==> src/rtl/modulo_varredura_coluna_pkg.sv <==
// Shared types and helpers for the LED-matrix column scanner.
// Holds drive-level functions, counter width helper and code constants.
package modulo_varredura_coluna_pkg;

   typedef enum logic {
      IDLE = 1'b0,
      SCAN = 1'b1
   } scan_st_t;

   // col_code is the column index with this bit prepended as MSB
   localparam logic CODE_MSB = 1'b0;

   function automatic logic col_off(input bit active_low);
      return active_low ? 1'b1 : 1'b0;
   endfunction

   function automatic logic col_on(input bit active_low);
      return ~col_off(active_low);
   endfunction

   // width of a 0..m-1 counter, never narrower than 1 bit
   function automatic int cnt_w(input int m);
      return (m <= 2) ? 1 : $clog2(m);
   endfunction

endpackage

==> src/rtl/modulo_varredura_coluna_contador.sv <==
// Modulo-M counter with enable, terminal-count flag and sync reset.
// Ports: clk, reset, en in; cnt (0..M-1) and tc (cnt==M-1) out.
module contador_modulo
   import modulo_varredura_coluna_pkg::*;
#(
   parameter int M = 4,
   parameter int W = cnt_w(M)
) (
   input  logic         clk,
   input  logic         reset,
   input  logic         en,
   output logic [W-1:0] cnt,
   output logic         tc
);

   localparam logic [W-1:0] LAST = W'(M - 1);

   assign tc = (cnt == LAST);

   always_ff @(posedge clk) begin
      if (reset) begin
         cnt <= '0;
      end else if (en) begin
         cnt <= tc ? '0 : cnt + 1'b1;
      end
   end

endmodule

==> src/rtl/modulo_varredura_coluna.sv <==
// Free-running LED-matrix column scanner with dwell, blink and match.
// Ports: clk, reset, enable, blink_en, coord_sel in; col_drive, col_idx,
// col_code, hit, frame_tick, sel_err out.
module modulo_varredura_coluna
   import modulo_varredura_coluna_pkg::*;
#(
   parameter int N_COLS       = 5,
   parameter int COORD_W      = 3,
   parameter int DWELL        = 50000,
   parameter int BLINK_FRAMES = 25,
   parameter int ACTIVE_LOW   = 1
) (
   input  logic               clk,
   input  logic               reset,
   input  logic               enable,
   input  logic               blink_en,
   input  logic [COORD_W-1:0] coord_sel,
   output logic [N_COLS-1:0]  col_drive,
   output logic [COORD_W-1:0] col_idx,
   output logic [COORD_W:0]   col_code,
   output logic               hit,
   output logic               frame_tick,
   output logic               sel_err
);

   localparam int DW = cnt_w(DWELL);
   localparam int FW = cnt_w(BLINK_FRAMES);
   localparam logic OFF = col_off(ACTIVE_LOW != 0);
   localparam logic ON  = col_on(ACTIVE_LOW != 0);
   localparam logic [COORD_W:0]   NCOLS_W  = (COORD_W + 1)'(N_COLS);
   localparam logic [COORD_W-1:0] LAST_COL = COORD_W'(N_COLS - 1);

   scan_st_t st, nst;

   logic [DW-1:0]      dcnt;
   logic               dtc;
   logic [FW-1:0]      fcnt;
   logic               ftc;
   logic [COORD_W-1:0] idx;
   logic               blink_ph;
   logic               run;
   logic               wrap;
   logic               blank;
   logic               hit_d;
   logic               tick_d;
   logic [N_COLS-1:0]  drv_d;
   logic               unused_cnt;

   // counter values are only needed through their terminal flags
   assign unused_cnt = ^{dcnt, fcnt};

   assign sel_err = ({1'b0, coord_sel} >= NCOLS_W);
   assign col_code = {CODE_MSB, col_idx};

   contador_modulo #(
      .M (DWELL),
      .W (DW)
   ) u_dwell (
      .clk   (clk),
      .reset (reset),
      .en    (run),
      .cnt   (dcnt),
      .tc    (dtc)
   );

   contador_modulo #(
      .M (BLINK_FRAMES),
      .W (FW)
   ) u_frame (
      .clk   (clk),
      .reset (reset),
      .en    (run && wrap),
      .cnt   (fcnt),
      .tc    (ftc)
   );

   always_ff @(posedge clk) begin
      if (reset) begin
         st <= IDLE;
      end else begin
         st <= nst;
      end
   end

   always_comb begin
      nst = st;
      unique case (st)
         IDLE: nst = enable ? SCAN : IDLE;
         SCAN: nst = enable ? SCAN : IDLE;
      endcase
   end

   // Output logic computes next-cycle values; the register below
   // makes every visible output change on the same edge.
   always_comb begin
      run    = (nst == SCAN);
      wrap   = dtc && (idx == LAST_COL);
      blank  = blink_en && blink_ph &&
               (idx == coord_sel) && !sel_err;
      hit_d  = run && (idx == coord_sel) && !sel_err;
      tick_d = run && wrap;
      drv_d  = {N_COLS{OFF}};
      if (run && !blank) begin
         for (int i = 0; i < N_COLS; i++) begin
            if (idx == COORD_W'(i)) begin
               drv_d[i] = ON;
            end
         end
      end
   end

   always_ff @(posedge clk) begin
      if (reset) begin
         idx <= '0;
      end else if (run && dtc) begin
         idx <= (idx == LAST_COL) ? '0 : idx + 1'b1;
      end
   end

   always_ff @(posedge clk) begin
      if (reset) begin
         blink_ph <= 1'b0;
      end else if (run && wrap && ftc) begin
         blink_ph <= ~blink_ph;
      end
   end

   always_ff @(posedge clk) begin
      if (reset) begin
         col_drive  <= {N_COLS{OFF}};
         col_idx    <= '0;
         hit        <= 1'b0;
         frame_tick <= 1'b0;
      end else begin
         col_drive  <= drv_d;
         col_idx    <= idx;
         hit        <= hit_d;
         frame_tick <= tick_d;
      end
   end

endmodule

==> config.mk <==
export PLATFORM = sky130hd
export DESIGN_NAME = modulo_varredura_coluna
export DESIGN_NICKNAME = d
export VERILOG_FILES = /design/src/rtl/modulo_varredura_coluna_pkg.sv /design/src/rtl/modulo_varredura_coluna_contador.sv /design/src/rtl/modulo_varredura_coluna.sv
export SDC_FILE = /design/constraint.sdc
export NUM_CORES = 1
export LEC_CHECK = 0
export CORE_AREA = 2 2 61 63
export CTS_CLUSTER_SIZE = 10
export DETAILED_ROUTE_END_ITERATION = 12
export DIE_AREA = 0 0 63 65
export PLACE_DENSITY = 0.79
export SYNTH_ARGS = -nofsm -noshare
export SYNTH_HDL_FRONTEND = slang
export SYNTH_SLANG_ARGS = --single-unit
==> constraint.sdc <==
create_clock -name clk -period 2.3 [get_ports clk]
set_input_delay 0.46 -clock clk [delete_from_list [all_inputs] [get_ports clk]]
set_output_delay 0.46 -clock clk [all_outputs]
set_load 0.01 [all_outputs]
* After elaboration in Yosys (flattened, before gate mapping)
Cells that the tools add are included.
** Operators by class
- $add $sub $neg :: 3
- $mul :: 0
- Divide/modulo/power cells :: 0
- Magnitude comparators :: 1
- Equal/unequal tests :: 7
- Shift-type cells :: 0
- Mux-type cells :: 9
- Bitwise logic cells :: 2
- Reductions and logical operators :: 14
** Operator list (count)
- $add A16 B1 Y16 const B :: 1
- $eq A16 B16 Y1 const B :: 1
- $mux W16 :: 1
- $logic_and A1 B1 Y1 :: 10
- $eq A3 B2 Y1 const B :: 2
- $mux W1 :: 6
- $add A5 B1 Y5 const B :: 1
- $eq A5 B5 Y1 const B :: 1
- $mux W5 :: 1
- $add A3 B1 Y3 const B :: 1
- $eq A3 B1 Y1 const B :: 1
- $eq A3 B3 Y1 :: 1
- $eq A3 B3 Y1 const B :: 1
- $ge A3 B3 Y1 const B :: 1
- $logic_not A3 Y1 :: 1
- $mux W3 :: 1
- $logic_not A1 Y1 :: 2
- $not A1 Y1 :: 2
- $reduce_or A2 Y1 :: 1
** Word-level totals
- Register bits :: 35
- Latch bits :: 0
- Memory bits (writable) :: 0
- Bits in read-only memories :: 0
- Bits of input ports :: 7
- Logic and storage cells :: 44
- Memories kept :: 0

* Logic depth before layout (Yosys ltp)
Gate-level depths: netlist of the first run.
- Depth after elaboration :: 7
- Depth in mapped cells :: 7
- Gate-level depth less buffers :: 6

* By module
From an unflattened synthesis of the first run, not the netlist that was laid out.
** Unflattened totals
- Cells, all modules :: 178
- Area, all modules :: 1589.0 um2
** By module, submodules not included
- contador_modulo (u_dwell) :: instances 1, cells each 86, area each 744.5 um2
- modulo_varredura_coluna :: instances 1, cells each 67, area each 610.6 um2
- contador_modulo (u_frame) :: instances 1, cells each 25, area each 234.0 um2

* Worst setup path after synthesis of the first run
No wires, ideal clock.
- Path type :: reg-to-reg
- From :: register u_dwell.cnt[11]
- To :: register blink_ph
- Library setup time :: 0.071 ns
- Arrival time :: 2.094 ns
- Data required time :: 2.229 ns
- Path slack :: 0.136 ns
- Stages on the path, launching flop included :: 6
- Path through :: dfxtp_1 -> or4b_1 -> or4_1 -> clkbuf_2 -> or4_1 -> a21oi_1
** Between the ends
- Word-level cells in the longest chain between the ends :: 4
** RTL lines
- start, declared :: RTL line modulo_varredura_coluna_contador.sv:12 : output logic [W-1:0] cnt,
- start signal, assigned :: RTL line modulo_varredura_coluna_contador.sv:24 : cnt <= tc ? '0 : cnt + 1'b1;
- $eq A16 B16 Y1 :: RTL line modulo_varredura_coluna_contador.sv:18 : assign tc = (cnt == LAST);
- $logic_and A1 B1 Y1 :: RTL line modulo_varredura_coluna.sv:97 : wrap = dtc && (idx == LAST_COL);
- $logic_and A1 B1 Y1 (2 in a row) :: RTL line modulo_varredura_coluna.sv:123 : end else if (run && wrap && ftc) begin
- end signal, assigned :: RTL line modulo_varredura_coluna.sv:124 : blink_ph <= ~blink_ph;
- end, declared :: RTL line modulo_varredura_coluna.sv:40 : logic blink_ph;
Every way passes these cells.
A chain may end at the register's enable or synchronous reset.

* Final worst setup path of the first run
- From :: input coord_sel[1]
- To :: output sel_err
** Between the ends
- Word-level cells in the longest chain between the ends :: 1
** RTL lines
- start, declared :: RTL line modulo_varredura_coluna.sv:17 : input logic [COORD_W-1:0] coord_sel,
- $ge A3 B3 Y1 :: RTL line modulo_varredura_coluna.sv:52 : assign sel_err = ({1'b0, coord_sel} >= NCOLS_W);
- end, declared :: RTL line modulo_varredura_coluna.sv:23 : output logic sel_err
Every way passes these cells.

==> metrics.md, run 1 <==
| Metric | Value |
|---|---|
| Dpl cell area | `1990 sq um` |
| Minimum clock period | `2.27 ns` |
| Max FO, Critical Path | `2` |
| GR Util All Layers | `17.4%` |
| First-pass GRT wire length | `5620 um` |
| Distinct cell type count after synthesis | `31` |
| P_leak | `0.742 nW` |
| Post-synth ARST share | `0%` |
| CP Data Required Time | `1.84 ns` |
| RSZ-0062 raised after global routing | `false` |
| Post-synth top area share | `43.4%` |
| Antenna viol nets, final | `0` |
| Hold buffer count at cts | `0` |
| CTS root buffer | `clkbuf_4` |
| Grt total ovfl | `0` |
| Placer Congestion | `0.781` |
| Die width | `63 um` |
| Hold Crit Class | `reg2reg` |
| Syn_area_per_cell | `8.72 sq um` |
| Register area share after synthesis | `43.4%` |
| # clock sinks | `35` |
| Main synth FF type | `dfxtp_1` |
| Startpoint types | `input pin` |
| Period utilization | `98.5%` |
| Antenna violations before repair | `0` |
| Maximum buffer depth of the clock tree | `2` |
| Area leader, netlist | `dfxtp_1` |
| CP Data Arrival Time | `1.81 ns` |
| Layout net count | `238` |
| Final HPWL DP | `2420 um` |
| Die Ht | `65 um` |
| Total wire length | `3270 um` |
| Synthesized net count | `200` |
| Flops & latches, synth | `35` |
| Via count | `1418` |
| Fin area | `2110 sq um` |
| Fmax | `0.441 GHz` |
| Via-to-Cell Ratio | `5.21` |
| Max-slew violations | `0` |
| Total core area | `3500 sq um` |
| Clock transition at path regs | `0.11 ns` |
| PD cells | `583 nW/um^2` |
| EDFF count, synth | `0` |
| Syn. warnings | `0` |
| Synth Instances | `185` |
| Max IR drop VDD | `0.461 mV` |
| Vias in the first global route | `1366` |
| Status | `finished clean` |
| Fraction of layout cells with a size suffix above 1 | `16.1%` |
| Crit Path Class | `in2out` |
| DR iter-0 viols | `60` |
| Fin. Hold Viols | `0` |
| Worst Setup End Kind | `output pin` |
| Antenna Cells | `0` |
| Area Growth Syn to Fin | `30.9%` |
| Routed WL per cell | `12.0 um` |
| Worst skew pair latency | `0.35 ns` |
| DRC violations left | `0` |
| Largest net degree at the start of global routing | `16` |
| Most numerous cell in the Yosys netlist | `dfxtp_1` |
| Htree depth | `2` |
| Total Power | `1.23 mW` |
| Io pins | `22` |
| Mapped Area | `1610 sq um` |
| CTS tree | `yes` |
| Die area | `4100 sq um` |
| Post-synth top cells | `dfxtp_1, nor2_1, nand2_1, a21oi_1, xnor2_1` |
| Max-cap viol count | `0` |
| Drt pass-1 iters | `4` |
| Row cnt | `22` |
| Clock skew | `0.0140 ns` |
| Total CTS buffers | `5` |
| Synth top area cells | `dfxtp_1, ha_1, xnor2_1, nor2_1, nand2_1` |
| # setup viols final | `0` |
| Initial core utilization | `46.2%` |
| Port Buf Inserts | `20` |
routing by layer:
metal | vias to the layer above | global-route usage [%] | part of all wire (%)
li1 | 716 | - | -
met1 | 663 | 17.6 | 42
met2 | 37 | 32.4 | 53
met3 | 2 | 4.86 | 4.5
met4 | 0 | 8.89 | 0.43
met5 | - | 0 | 0
critical path: stages:
cell and delay (ns):
clkdlybuf4s50_1 0.41, or2_2 0.31, and2_1 0.16, clkdlybuf4s50_1 0.47
registers in the layout, indices dropped and copies added, names as in the netlist:
register,count
hit,1
blink_ph,1
u_frame.cnt,5
idx,3
col_drive,5
u_dwell.cnt,16
col_idx,3
frame_tick,1
cell usage in the layout (no fill, tap or decap), types with 5 or more instances in the layout:
cell type        instances
dfxtp_1                 34
nor2_1                  22
buf_4                   21
clkdlybuf4s50_1         20
nand2_1                 16
xnor2_1                 10
a21oi_1                  9
inv_1                    8
ha_1                     8
nand4_1                  7
nor4_1                   7
nand3_1                  7
xor2_1                   6
nor3_1                   5
o31ai_1                  5
clkbuf_4                 5
power breakdown:
group	leakage (nW)	internal [mW]	switching, mW
combinational	0.407	0.0320	0.0278
sequential	0.283	0.611	0.00584
clock	0.0514	0.338	0.218
path summary, 6_finish.rpt:
check	startpoint	to	slack, ns	cells after the start
worst max register to register	u_dwell.cnt[11]	blink_ph	0.04	4
worst max-delay path	coord_sel[1]	sel_err	0.03	4
worst min register to register	u_frame.cnt[3]	u_frame.cnt[3]	0.51	2
worst min-delay path	u_frame.cnt[3]	u_frame.cnt[3]	0.51	2
area by class of cell:
cell class / count / area, sq um
fill: 310 / 1380
multi-input combinational: 131 / 837
sequential: 35 / 702
timing repair buffer: 42 / 378
clock inverter: 3 / 67.6
tap: 48 / 60.1
clock buffer: 5 / 37.5
inverter: 8 / 30.0
through the flow:
step	setup WS (ns)	std cells	TNS (ns)	utilization, %	hold WS (ns)
2_1_floorplan	0.136	185	0	-	0.447
3_3_place_gp	-0.0607	263	-0.223	56.8	0.469
3_5_place_dp	-0.102	263	-0.443	56.8	0.486
4_1_cts	0.0275	271	0	59.9	0.506
5_1_grt	0.00313	272	0	60.4	0.526
6_report	0.0346	272	0	60.4	0.508
repair_timing:
item                                    4_1_cts  5_1_grt
endpoints found under the setup margin        5        3
gates cloned                                  0        0
pin swaps                                     0        1
buffers inserted                              0        1
resized for setup                             1        3
kinds of logic after synthesis:
group,Yosys count,synth area share [%]
adder cells (fa/ha/maj),8,6.20
AO/OA/AOI/OAI,19,6.82
XOR/XNOR,16,8.68
flip-flops,35,43.4
buffers and inverters,19,5.43
AND/OR/NAND/NOR,86,28.6
other,1,0.232
multiplexers,1,0.620
Note: power is estimated with default switching activity, not from simulation.
==> inputs of run 2 (changes only) <==
- ABC_AREA: default -> 1
- CORE_AREA: 2 2 61 63 -> 2 2 62 64
- CTS_BUF_LIST: default -> sky130_fd_sc_hd__clkbuf_4 sky130_fd_sc_hd__clkbuf_8
- DIE_AREA: 0 0 63 65 -> 0 0 64 66
- PLACE_DENSITY: 0.79 -> 0.81
==> metrics.md, run 2 <==
| Metric | Value |
|---|---|
| Htree depth | `2 (unchanged)` |
| Die width | `64 um (+1.6%)` |
| Post-synthesis mux area share | `0% (-0.62 points)` |
| Largest regs | `u_dwell.cnt x16, col_drive x5, u_frame.cnt x5` |
| Seq pwr share | `60.7% (+11 points)` |
| Synth Instances | `243 (+31%)` |
| Gate power share | `5.0% (about the same)` |
| Syn. warnings | `0 (unchanged)` |
| Pint | `0.776 mW (-21%)` |
| Crit path depth | `4 (unchanged)` |
| Die area | `4220 sq um (+3.2%)` |
| Largest family of logic cells by synthesized area | `simple AND/OR/NAND/NOR gates` |
| Largest Register | `u_dwell.cnt` |
| Post-synth top cells | `nand2_1, nor2_1, dfxtp_1, inv_1, nand3_1` |
| Maximum buffer depth of the clock tree | `2 (unchanged)` |
| Total Power | `1.01 mW (-18%)` |
| Post-synth ARST share | `0% (unchanged)` |
| Flops & latches, synth | `35 (unchanged)` |
| Vias in the first global route | `1382 (+1.2%)` |
| Placer Congestion | `0.907 (+16%)` |
| Post-CTS setup buffers | `0 (unchanged)` |
| Max-cap viol count | `0 (unchanged)` |
| R2R setup slack | `0.68 ns (+0.64 ns)` |
| XOR/XNOR share of the synthesized area | `4.00% (-4.7 points)` |
| CP Data Arrival Time | `1.67 ns (-0.14 ns)` |
| Most numerous cell in the Yosys netlist | `nand2_1` |
| Post-layout util | `57.5% (-2.9 points)` |
| Synth top area cells | `dfxtp_1, nand2_1, nor2_1, inv_1, ha_1` |
| Register area share after synthesis | `40.0% (-3.4 points)` |
| # clock sinks | `35 (unchanged)` |
| Setup TNS | `0 ns (unchanged)` |
| Antenna violations before repair | `0 (unchanged)` |
| Worst skew pair latency | `0.34 ns (about the same)` |
| Die Ht | `66 um (+1.5%)` |
| Minimum clock period | `2.13 ns (-0.139 ns)` |
| Mapped Area | `1750 sq um (+8.4%)` |
| Most common cell after layout, fill and taps aside | `nand2_1` |
| Startpoint types | `input pin` |
| Post-synth top area share | `40.0% (-3.4 points)` |
| Final HPWL DP | `2460 um (+1.9%)` |
| Max IR drop VDD | `0.224 mV (-51%)` |
| Via count | `1492 (+5.2%)` |
| CP Cell Sequence | `clkdlybuf4s50_1 > o21ai_1 > inv_1 > clkdlybuf4s50_1` |
| Largest net degree at the start of global routing | `11 (-5)` |
| Syn_area_per_cell | `7.20 sq um (-17%)` |
| Period utilization | `92.5% (-6.0 points)` |
| Delay-heaviest family, CP | `buffers and inverters` |
| PD cells | `495 nW/um^2 (-15%)` |
| CP Data Required Time | `1.84 ns (about the same)` |
| RSZ-0062 raised after global routing | `false` |
| Total wire length | `3190 um (-2.7%)` |
| Drt pass-1 iters | `5 (+1)` |
| Fin. Hold Viols | `0 (unchanged)` |
| Distinct cell type count after synthesis | `28 (-9.7%)` |
| Fin cells | `315 (+16%)` |
| Clock skew | `0.00913 ns (-0.00483 ns)` |
| Placed insts | `307 (+17%)` |
| Via-to-Cell Ratio | `4.74 (-9.1%)` |
| P_leak | `0.831 nW (+12%)` |
| Initial core utilization | `49.3% (+3.1 points)` |
| Fraction of layout cells with a size suffix above 1 | `10.1% (-6.0 points)` |
| Max FO, Critical Path | `3 (+1)` |
| # setup viols final | `0 (unchanged)` |
| Routed WL per cell | `10.1 um (-16%)` |
| R2R depth | `10 (+6)` |
| CP max-delay cell | `clkdlybuf4s50_1` |
| Synthesized net count | `258 (+29%)` |
| WP buf/inv | `3 (+1)` |
| Synth Area in Compound Gates | `4.36% (-2.5 points)` |
| Hold WS | `0.461 ns (-0.0477 ns)` |
| Row cnt | `22 (unchanged)` |
| Max-slew violations | `0 (unchanged)` |
| GR Util All Layers | `17.7% (+0.27 points)` |
| Most frequent cells in the layout | `nand2_1, nor2_1, dfxtp_1, inv_1, clkdlybuf4s50_1` |
| Fmax | `0.470 GHz (+6.5%)` |
| Worst r2r src | `u_dwell.cnt[0]` |
| Net Sw Frac | `23.2% (+2.8 points)` |
| Layout net count | `281 (+18%)` |
| CTS root buffer | `clkbuf_4` |
| Sw power | `0.234 mW (-6.8%)` |
| First-pass GRT wire length | `5870 um (+4.4%)` |
| CTS tree | `yes` |
| Status | `finished clean` |
| Area leader, netlist | `dfxtp_1` |
| Slowest cell delay on critical path | `0.52 ns (+0.05 ns)` |
| Synth Area in Adders | `5.72% (-0.48 points)` |
| Io pins | `22 (unchanged)` |
| Total core area | `3550 sq um (+1.6%)` |
| Clock power share | `34.2% (-11 points)` |
| Max reg flops | `16 (unchanged)` |
| Total CTS buffers | `5 (unchanged)` |
| DRC violations left | `0 (unchanged)` |
| DR iter-0 viols | `110 (+83%)` |
| Top cell by count, worst path | `clkdlybuf4s50_1` |
| Grt total ovfl | `0 (unchanged)` |
| Antenna viol nets, final | `0 (unchanged)` |
| Clock transition at path regs | `0.10 ns (about the same)` |
| Critical Path Start | `coord_sel[2]` |
| Area Growth Syn to Fin | `16.7%` |
| Hold Crit Class | `reg2reg` |
| Simple-gate share of the synthesized area | `36.2% (+7.6 points)` |
| EDFF count, synth | `0 (unchanged)` |
| Main synth FF type | `dfxtp_1` |
| Crit Path Class | `in2out` |
| RR Endpoint | `u_dwell.cnt[12]` |
| Critical Path Sink | `sel_err` |
| Port Buf Inserts | `20 (unchanged)` |
| Worst Setup End Kind | `output pin` |
| Antenna Cells | `0 (unchanged)` |
run 2: worst min-delay path by stage:
stage	endpoint	start	slack [ns]	depth (start not counted)
finish	u_frame.cnt[3]	u_frame.cnt[3]	0.46	2
global route	u_frame.cnt[4]	u_frame.cnt[4]	0.49	2
CTS	u_frame.cnt[3]	u_frame.cnt[3]	0.46	2
detailed placement	u_frame.cnt[3]	u_frame.cnt[3]	0.44	2
global placement	u_frame.cnt[3]	u_frame.cnt[3]	0.44	2
floorplan	u_frame.cnt[4]	u_frame.cnt[4]	0.43	2
run 2: power by group through the flow:
stage	combinational [mW]	sequential [mW]	clock (mW)
2_1_floorplan	0.0278	0.627	0
3_3_place_gp	0.0497	0.627	0
3_5_place_dp	0.0504	0.628	0
4_1_cts	0.0507	0.614	0.357
5_1_grt	0.0578	0.615	0.379
6_report	0.0508	0.614	0.346
run 2: what timing repair did:
item                                    4_1_cts  5_1_grt
gates resized for setup                       0        1
hold buffers                                  0        0
endpoints found under the setup margin        0        1
run 2: area by class of cell:
class	instances	area [sq um]
Multi-Input combinational cell	168	885
Timing Repair Buffer	21	208
Clock buffer	7	52.6
Tap cell	48	60.1
Fill cell	345	1510
Inverter	35	131
Clock inverter	1	5.00
Sequential cell	35	701
run 2: logic make-up (layout without fill, tap and decap cells):
logic type,count (synthesis),after routing
fa+ha+maj,8,8
flops,35,35
other cells,1,1
compound gates,15,15
buf+inv,40,64
simple gates,136,136
xor+xnor,8,8
run 2: through the flow:
step | area [sq um] | setup slack (ns)
after CTS | 2040 | 0.0935
final | 2040 | 0.173
after global routing | 2040 | 0.0840
after floorplan | 1750 | 0.921
after detailed placement | 1980 | 0.0935
after global placement | 1980 | 0.152
run 2: metal layers:
metal / wire length [um] / track usage (%) / up-vias
li1: - / - / 796
met1: 1540 / 21.8 / 667
met2: 1490 / 29.9 / 25
met3: 118 / 4.60 / 4
met4: 44 / 5.71 / 0
met5: 0 / 0 / -
run 2: worst register-to-register path, cell delays in order (launching register included):
cell and delay (ns):
dfxtp_1 0.41, ha_1 0.25, nand2_1 0.09, inv_1 0.06
nand2_1 0.05, nor2_2 0.20, nand2_2 0.11, nand2_2 0.15
inv_2 0.10, nand2_1 0.08, nor2_1 0.04
